<file path="src/rtl/operand_align.sv">
// operand_align
//   Pre-normalisation front end of the binary16 adder. Registers two packed
//   half-precision operands, orders them by magnitude, then right-shifts the
//   smaller mantissa one bit per cycle until both share the larger exponent.
//
//   Optional feature macro: STICKY_EN (adds the sticky output and register).
//
//   Ports
//     clk, rst_n           clock (rising edge), asynchronous active-low reset
//     in_valid / in_ready  operand handshake; A, B sampled in IDLE only
//     A, B [15:0]          {sign, exp[4:0], frac[9:0]}
//     out_valid / out_ready result handshake; outputs held while in DONE
//     exp  [4:0]           larger raw exponent
//     Am   [10:0]          larger-magnitude mantissa {hidden, frac}
//     Bm   [10:0]          smaller-magnitude mantissa, aligned
//     As, Bs               operand signs (never swapped)
//     swap                 1 when |B| > |A|
//     arround              last bit shifted out of Bm
//     sticky               OR of bits shifted out before arround (STICKY_EN)
module operand_align #(
    parameter int MAX_SHIFT = 12
) (
    input  logic        clk,
    input  logic        rst_n,
    input  logic        in_valid,
    output logic        in_ready,
    input  logic [15:0] A,
    input  logic [15:0] B,
    output logic        out_valid,
    input  logic        out_ready,
    output logic [4:0]  exp,
    output logic [10:0] Am,
    output logic [10:0] Bm,
    output logic        As,
    output logic        Bs,
    output logic        swap,
    output logic        arround
`ifdef STICKY_EN
    ,
    output logic        sticky
`endif
);

    localparam int CW = $clog2(MAX_SHIFT + 1);

    localparam logic [1:0] IDLE  = 2'd0;
    localparam logic [1:0] CMP   = 2'd1;
    localparam logic [1:0] ALIGN = 2'd2;
    localparam logic [1:0] DONE  = 2'd3;

    logic [1:0]    state;
    logic [15:0]   ra;
    logic [15:0]   rb;
    logic [CW-1:0] cnt;

    // Compare-stage combinational values, consumed only in CMP.
    logic [4:0]    ea, eb, expl, exps, diff;
    logic [10:0]   ma, mb;
    logic          bgt;
    logic [CW-1:0] nsh;

    always_comb begin
        ea   = ra[14:10];
        eb   = rb[14:10];
        ma   = {|ea, ra[9:0]};
        mb   = {|eb, rb[9:0]};
        // Magnitude order is the unsigned order of {exp, frac}; ties keep A.
        bgt  = rb[14:0] > ra[14:0];
        expl = bgt ? eb : ea;
        exps = bgt ? ea : eb;
        diff = expl - exps;
        nsh  = (32'(diff) >= MAX_SHIFT) ? CW'(MAX_SHIFT) : CW'(diff);
    end

    always_comb begin
        in_ready  = (state == IDLE);
        out_valid = (state == DONE);
        As        = ra[15];
        Bs        = rb[15];
    end

    always_ff @(posedge clk or negedge rst_n) begin
        if (!rst_n) begin
            state   <= IDLE;
            ra      <= '0;
            rb      <= '0;
            cnt     <= '0;
            exp     <= '0;
            Am      <= '0;
            Bm      <= '0;
            swap    <= 1'b0;
            arround <= 1'b0;
`ifdef STICKY_EN
            sticky  <= 1'b0;
`endif
        end else begin
            case (state)
                IDLE: begin
                    if (in_valid) begin
                        ra    <= A;
                        rb    <= B;
                        state <= CMP;
                    end
                end
                CMP: begin
                    swap    <= bgt;
                    exp     <= expl;
                    Am      <= bgt ? mb : ma;
                    Bm      <= bgt ? ma : mb;
                    cnt     <= nsh;
                    arround <= 1'b0;
`ifdef STICKY_EN
                    sticky  <= 1'b0;
`endif
                    state   <= (nsh != '0) ? ALIGN : DONE;
                end
                ALIGN: begin
`ifdef STICKY_EN
                    sticky  <= sticky | arround;
`endif
                    arround <= Bm[0];
                    Bm      <= {1'b0, Bm[10:1]};
                    cnt     <= cnt - CW'(1);
                    if (cnt == CW'(1))
                        state <= DONE;
                end
                DONE: begin
                    if (out_ready)
                        state <= IDLE;
                end
                default: state <= IDLE;
            endcase
        end
    end

endmodule
</file>
<file path="config.mk">
export PLATFORM = sky130hd
export DESIGN_NAME = operand_align
export DESIGN_NICKNAME = d
export VERILOG_FILES = /design/src/rtl/operand_align.sv
export SDC_FILE = /design/constraint.sdc
export NUM_CORES = 1
export LEC_CHECK = 0
export CELL_PAD_IN_SITES_DETAIL_PLACEMENT = 0
export CELL_PAD_IN_SITES_GLOBAL_PLACEMENT = 1
export CORE_ASPECT_RATIO = 1.5
export CORE_MARGIN = 4
export CORE_UTILIZATION = 30
export CTS_CLUSTER_SIZE = 25
export DETAILED_ROUTE_END_ITERATION = 7
export PLACE_DENSITY_LB_ADDON = 0.1
export SYNTH_ARGS = -nofsm -noshare
export SYNTH_HDL_FRONTEND = slang
export SYNTH_SLANG_ARGS = --single-unit
</file>
<file path="constraint.sdc">
create_clock -name clk -period 3.63 [get_ports clk]
set_input_delay 0.726 -clock clk [delete_from_list [all_inputs] [get_ports clk]]
set_output_delay 0.726 -clock clk [all_outputs]
set_load 0.05 [all_outputs]
</file>
==> out/results.tsv, run 1 <==
metric	value	unit
drtPass1Iterations	4	
antenna_found_initial	0	
synth.cell_area	3800	sq um
drive_gt1_frac	0.178	
num_vias	2944	
clock-sinks	67	
htreeDepth	3	
clk_latency	0.33	ns
wl_per_cell	16.2	um
r2r_end	cnt[2]$_DFFE_PN0P_	
nets	502	
skew	0.00889	ns
ioPinCount	69	
synthCells	377	
crit_type	reg2reg	
tightest_slew	0.669	ns
status	finished clean	
r2r-start	rb[12]$_DFFE_PN0P_	
setup-violations-final	0	
final-max-slew-violation-count	0	
synth_top_area_share	0.441	
rsz0062_at_grt	no	
synth_flop_cell	dfrtp_1	
critPathLaunchType	flip-flop	
grt-ovfl-total	0	
synth_top_cells_by_count	67 x dfrtp_1, 45 x mux2_2, 43 x a21oi_1	
grt_pass1_vias	3137	
period_minus_slack	3.41	ns
start_util	0.306	
drc_errors	0	
ant_nets	0	
gp_congestion	0.847	
chipWidth	100	um
hpwl	7450	um
grt_max_degree	34	
max_slew_margin	0.554	
synth_edf_count	0	
synth_warnings	0	
end_kind	flip-flop	
grt_pass1_wl	16300	um
clk_pin_slew	0.06	ns
rows	50	
crit_end	cnt[2]$_DFFE_PN0P_	
cts_buffers	9	
clock.fmax	293	MHz
yosysSeqAreaShare	0.441	
yosysUniqueCellTypes	55	
ys_seq_elements	67	
syn_avg_cell_area	10.1	sq um
crit_path_max_fanout	10	
cap_violations	0	
synth_nets	435	
yosys-top-cells-area	dfrtp_1 44%, mux2_2 13%, ha_1 7.2%	
ctsRootBufferMaster	clkbuf_16	
cp_data_arrival_time	3.62	ns
cts-resized-gates	0	
yosys.area.top_type	dfrtp_1	
core	12400	sq um
worstHoldPathType	in2async	
fin_crit_sh	0.939	
synthArstFlopShare	1.00	
ff2ff_path_depth	12	
clock_path_buffers	2	
synthMostInstantiatedCell	dfrtp_1	
cts_tree	yes	
vias_per_cell	4.87	
grt_usage	0.142	
final_hold_viol_count	0	
area_growth	30.1	%
required	3.84	ns
die_height	146	um
io_buffers	68	
insertedDiodeCount	0	
drt_iter0_drc	109	
critPathLaunch	rb[12]$_DFFE_PN0P_	
drt_wl_total	9810	um
die-area	14600	sq um
finalSetupTns	0	ns
post_cts_buffers	0	
hold_buffers	0	
reg2reg_slack	0.22	ns
registers in the layout (all words and copies together), names as in the netlist:
register,flops
ra,16
rb,16
Am,11
Bm,11
exp,5
cnt,4
state,2
arround,1
swap,1
cells in the final DEF, fill, tap and decap left out, types with 2 or more instances in the layout:
master and count:
or4_1 3, mux2_2 45, clkbuf_1 2, ha_2 2, dfrtp_1 67, nand3_1 3
o21ai_1 3, clkbuf_16 9, nand4_1 3, clkinv_2 2, a21oi_1 41, a21oi_2 2
o21ai_0 21, nand3b_1 3, a211oi_1 2, clkdlybuf4s50_1 67, and4_1 2, inv_1 24
mux2i_1 9, buf_4 7, nand2b_1 2, o21a_1 4, nor2b_1 4, nor3_1 4
nand2_1 22, a31oi_1 3, ha_1 20, nor2_1 37, and3_1 2
how the worst min path moves through the flow:
stage	cells after the start	slack [ns]	to
after floorplan	0	0.43	Am[0]$_DFFE_PN0P_
after global placement	1	0.49	ra[15]$_DFFE_PN0P_
after detailed placement	1	0.49	ra[15]$_DFFE_PN0P_
after CTS	1	0.46	Bm[1]$_DFFE_PN0P_
after global routing	1	0.48	Bm[1]$_DFFE_PN0P_
final	1	0.42	Bm[1]$_DFFE_PN0P_
layout make-up:
cell class	count	area, sq um
multi-input combinational	266	1970
clock buffer	12	246
inverter	24	90.1
timing repair buffer	76	748
sequential	67	1680
clock inverter	4	26.3
tap	156	195
fill	1263	7500
per-layer routing:
| metal | vias to the layer above | GRT usage | share of wire |
|---|---|---|---|
| li1 | 1488 | - | - |
| met1 | 1381 | 0.180 | 0.45 |
| met2 | 57 | 0.225 | 0.49 |
| met3 | 18 | 0.0350 | 0.039 |
| met4 | 0 | 0.0649 | 0.030 |
| met5 | - | 0 | 0 |
worst max-delay path, stage by stage, from the launching register on:
cell       delay (ns)
dfrtp_1          0.44
ha_2             0.47
and4_2           0.32
o311ai_2         0.19
a2111oi_1        0.53
a21oi_1          0.09
ha_1             0.21
inv_1            0.09
o211ai_1         0.09
o2111ai_1        0.16
and4_1           0.30
o21ai_1          0.08
a221o_1          0.32
stage by stage:
stage          hold slack, ns  instance area (sq um)  setup slack (ns)  utilization  cells
2_1_floorplan           0.430                   3800             0.481            -    377
3_3_place_gp            0.487                   4660             0.232        0.374    589
3_5_place_dp            0.495                   4660             0.112        0.374    589
4_1_cts                 0.457                   4930            0.0514        0.396    605
5_1_grt                 0.476                   4950            0.0451        0.398    605
6_report                0.420                   4950             0.221        0.398    605
kinds of logic (layout without fill, tap and decap cells):
group | after synthesis | after routing | synth area share
compound gates | 99 | 99 | 0.164
simple gates | 91 | 91 | 0.118
flops | 67 | 67 | 0.441
mux | 54 | 54 | 0.157
buf+inv | 44 | 116 | 0.0477
fa+ha+maj | 22 | 22 | 0.0723
Power of run 1 is not shown: default switching activity piles up to over one toggle a cycle in this logic, so the estimate is an artifact.
==> run 2: changes to the inputs <==
--- a/config.mk
+++ b/config.mk
@@ -8,7 +8,7 @@
 export CELL_PAD_IN_SITES_DETAIL_PLACEMENT = 0
 export CELL_PAD_IN_SITES_GLOBAL_PLACEMENT = 1
 export CORE_ASPECT_RATIO = 1.5
-export CORE_MARGIN = 4
+export CORE_MARGIN = 2
 export CORE_UTILIZATION = 30
 export CTS_CLUSTER_SIZE = 25
 export DETAILED_ROUTE_END_ITERATION = 7
==> out/results.tsv, run 2 (synthesis gave the netlist of run 1 again) <==
metric	value	unit
status	finished clean	
min_to	ra[14]$_DFFE_PN0P_	
grt_usage	0.155	
gp_congestion	0.852	
holdPathStages	1	
final_hold_viol_count	0	
required	3.84	ns
ioPinCount	69	
critPathLaunchType	flip-flop	
grt_max_degree	68	
drt_wl_total	9880	um
hpwl	7310	um
drt_iter0_drc	86	
critPathSlowestCell	or4_1	
r2r_end	cnt[2]$_DFFE_PN0P_	
die-area	13600	sq um
worstHoldPathType	reg2reg	
end_kind	flip-flop	
min_from	ra[14]$_DFFE_PN0P_	
cp_data_arrival_time	3.61	ns
die_height	142	um
skew	0.00823	ns
grt-ovfl-total	0	
crit_path_max_fanout	10	
antenna_found_initial	0	
ant_nets	0	
clock-sinks	67	
htreeDepth	3	
cts_buffers	9	
layout_common_cells	67 x dfrtp_1, 67 x clkdlybuf4s50_1, 45 x mux2_2	
clk_latency	0.33	ns
ctsRootBufferMaster	clkbuf_16	
fin_crit_sh	0.937	
critPathBufInv	1	
rsz0062_at_grt	no	
cts_tree	yes	
vias_per_cell	4.97	
hold_buffers	0	
start_util	0.306	
setup-violations-final	0	
crit_family	simple AND/OR/NAND/NOR gates	
io_buffers	68	
crit_path_max_incr_delay	0.68	ns
top_regs	ra x16, rb x16	
tightest_slew	0.871	ns
path_cells	ha_1 -> nand4_4 -> or4_1 -> o21ai_1 -> a21oi_1 -> ha_1 -> inv_1 -> o211ai_1 -> o2111ai_1 -> and4_1 -> o21ai_1 -> a221o_1	
layout.cells.non_filler	606	
grt_pass1_wl	16200	um
chipWidth	96.0	um
num_vias	3010	
r2r-start	rb[12]$_DFFE_PN0P_	
ff2ff_path_depth	12	
area_growth	31.2	%
clock.fmax	294	MHz
dp_cells	590	
nets	503	
max_slew_margin	0.419	
clk_pin_slew	0.06	ns
core	12400	sq um
cap_violations	0	
drc_errors	0	
grt_pass1_vias	3078	
crit_type	reg2reg	
reg2reg_slack	0.23	ns
insertedDiodeCount	0	
drive_gt1_frac	0.180	
final-max-slew-violation-count	0	
drtPass1Iterations	4	
clock_path_buffers	2	
rows	50	
wl_per_cell	16.3	um
period_minus_slack	3.40	ns
finalSetupTns	0	ns
==> run 2: cell types whose count changed in the layout (fill, tap and decap cells not counted) <==
cell / change
buf_4: +2
buf_12: -1
clkinv_2: -1
clkbuf_1: -1
ha_1: +2
ha_2: -2
clkinv_4: -1
a2111oi_1: -1
inv_6: +1
a2111oi_2: +1
clkinvlp_4: +1
clkbuf_8: -1
bufinv_16: +2
==> run 2: final cells by class <==
type | instances | area (sq um)
inverter | 24 | 90.1
sequential | 67 | 1680
tap | 156 | 195
clock buffer | 10 | 229
clock inverter | 6 | 88.8
fill | 1246 | 7460
timing repair buffer | 77 | 743
multi-input combinational | 266 | 1970
==> run 2: how the worst max path moves through the flow <==
stage	startpoint	end	slack [ns]	cells after the start
finish	rb[12]$_DFFE_PN0P_	cnt[2]$_DFFE_PN0P_	0.23	12
floorplan	ra[13]$_DFFE_PN0P_	cnt[2]$_DFFE_PN0P_	0.48	16
global placement	ra[4]$_DFFE_PN0P_	cnt[1]$_DFFE_PN0P_	0.18	13
global route	ra[13]$_DFFE_PN0P_	cnt[2]$_DFFE_PN0P_	0.004	13
detailed placement	ra[13]$_DFFE_PN0P_	cnt[1]$_DFFE_PN0P_	0.08	13
CTS	rb[12]$_DFFE_PN0P_	cnt[1]$_DFFE_PN0P_	0.04	12
==> run 2: what timing repair did <==
item | in CTS | in global routing
buffers inserted | 0 | 0
resized for setup | 0 | 4
setup endpoints to repair | 0 | 5
==> run 2: per-stage QoR <==
| stage | hold WS [ns] | area [sq um] | setup slack, ns | util |
|---|---|---|---|---|
| 2_1_floorplan | 0.430 | 3800 | 0.481 | - |
| 3_3_place_gp | 0.488 | 4660 | 0.178 | 0.374 |
| 3_5_place_dp | 0.493 | 4660 | 0.0762 | 0.374 |
| 4_1_cts | 0.506 | 4970 | 0.0440 | 0.399 |
| 5_1_grt | 0.519 | 4990 | 0.00444 | 0.401 |
| 6_report | 0.503 | 4990 | 0.228 | 0.401 |
==> run 2: routing by layer <==
layer / share of wire / vias up / GRT usage
li1: - / 1496 / -
met1: 0.45 / 1440 / 0.201
met2: 0.49 / 60 / 0.248
met3: 0.036 / 14 / 0.0307
met4: 0.030 / 0 / 0.0684
met5: 0 / - / 0
==> run 2: worst register-to-register path: stages, from the launching register on <==
cell and delay [ns]:
dfrtp_1 0.44, ha_1 0.52, nand4_4 0.17, or4_1 0.68, o21ai_1 0.16, a21oi_1 0.10, ha_1 0.21, inv_1 0.08
o211ai_1 0.08, o2111ai_1 0.15, and4_1 0.29, o21ai_1 0.07, a221o_1 0.32
Power of run 2 is left out for the same reason.
==> run 3: changes to the inputs <==
--- a/config.mk
+++ b/config.mk
@@ -9,7 +9,7 @@
 export CELL_PAD_IN_SITES_GLOBAL_PLACEMENT = 1
 export CORE_ASPECT_RATIO = 1.5
 export CORE_MARGIN = 2
-export CORE_UTILIZATION = 30
+export CORE_UTILIZATION = 41
 export CTS_CLUSTER_SIZE = 25
 export DETAILED_ROUTE_END_ITERATION = 7
 export PLACE_DENSITY_LB_ADDON = 0.1
==> out/results.tsv, run 3 (synthesis gave the netlist of run 1 again) <==
metric	value	unit
status	finished clean	
top_regs	ra x16, rb x16	
clock_path_buffers	2	
clock-sinks	67	
htreeDepth	3	
grt_max_degree	39	
drt_wl_total	9040	um
period_minus_slack	3.43	ns
hpwl	6660	um
drc_errors	0	
hold_buffers	0	
setup-violations-final	0	
clock.fmax	291	MHz
grt_pass1_vias	2876	
io_buffers	68	
post_cts_buffers	0	
drt_iter0_drc	152	
cts_tree	yes	
fin_crit_sh	0.945	
nFillCells	859	
top_layer	met4	
wl_met3	342	um
grt-ovfl-total	0	
crit_path_max_fanout	10	
vias_per_cell	5.26	
skew	0.00696	ns
tightest_slew	0.757	ns
ant_nets	0	
rows	43	
final-max-slew-violation-count	0	
antenna_found_initial	0	
drtPass1Iterations	4	
crit_type	reg2reg	
cts_buffers	9	
cap_violations	0	
gp_congestion	0.848	
grt_usage	0.192	
nets	502	
num_vias	2953	
wl_per_cell	16.1	um
critPathLaunchType	flip-flop	
start_util	0.416	
layout_common_cells	67 x dfrtp_1, 67 x clkdlybuf4s50_1, 45 x mux2_2	
final_hold_viol_count	0	
area_growth	29.7	%
end_kind	flip-flop	
drive_gt1_frac	0.178	
required	3.84	ns
cts-resized-gates	0	
chipWidth	82.7	um
ctsRootBufferMaster	clkbuf_16	
worstHoldPathType	in2async	
max_slew_margin	0.495	
wl_met1	4280	um
die_height	122	um
rsz0062_at_grt	no	
core	9150	sq um
ioPinCount	69	
die-area	10100	sq um
clk_latency	0.33	ns
grt_pass1_wl	14600	um
wl_met2	4250	um
finalSetupTns	0	ns
cp_data_arrival_time	3.64	ns
clk_pin_slew	0.06	ns
insertedDiodeCount	0	
[run 3: cell types whose count changed in the layout (fill, tap and decap cells not counted), moves of 2 or more]
cell,previous run,this run
buf_4,9,7
clkinv_2,1,3
clkinv_4,0,2
clkinvlp_4,2,0
[run 3: final timing paths]
check	slack, ns	to	from	cells past startpoint
max in group asynchronous	2.52	rb[5]$_DFFE_PN0P_	rst_n	2
worst max-delay path	0.20	cnt[2]$_DFFE_PN0P_	ra[13]$_DFFE_PN0P_	13
worst max register to register	0.20	cnt[2]$_DFFE_PN0P_	ra[13]$_DFFE_PN0P_	13
worst min register to register	0.51	ra[12]$_DFFE_PN0P_	ra[12]$_DFFE_PN0P_	1
min in group clk	0.51	ra[12]$_DFFE_PN0P_	ra[12]$_DFFE_PN0P_	1
worst min-delay path	0.47	rb[15]$_DFFE_PN0P_	rst_n	1
[run 3: per-stage QoR]
step           setup WS [ns]  std cells   util  hold WS, ns  cell area [sq um]
2_1_floorplan          0.481        377      -        0.430               3800
3_3_place_gp           0.262        545  0.504        0.488               4610
3_5_place_dp           0.160        545  0.504        0.495               4610
4_1_cts                0.142        561  0.538        0.492               4920
5_1_grt               0.0438        561  0.540        0.520               4930
6_report               0.199        561  0.540        0.470               4930
[run 3: final cells by class]
cell class              count  area, sq um  area share
inverters                  24         90.1      0.0183
clock inverters             7         92.6      0.0188
well taps                 112          140      0.0284
flip-flops and latches     67         1680       0.340
repair buffers             76          748       0.152
multi-input cells         266         1960       0.398
clock buffers               9          225      0.0456
[run 3: per-layer routing]
metal	GRT usage	up-vias
li1	-	1495
met1	0.272	1375
met2	0.290	74
met3	0.0363	9
met4	0.0717	0
met5	0	-
[run 3: critical path: stages, from the launching register on]
cell and delay, ns:
dfrtp_1 0.37, inv_1 0.08, ha_1 0.49, and4_2 0.34, o311ai_2 0.19, a2111oi_1 0.52, a21oi_1 0.09, ha_1 0.21
inv_1 0.09, o211ai_1 0.10, o2111ai_1 0.15, and4_1 0.29, o21ai_1 0.07, a221o_1 0.31
Power of run 3 is left out for the same reason.
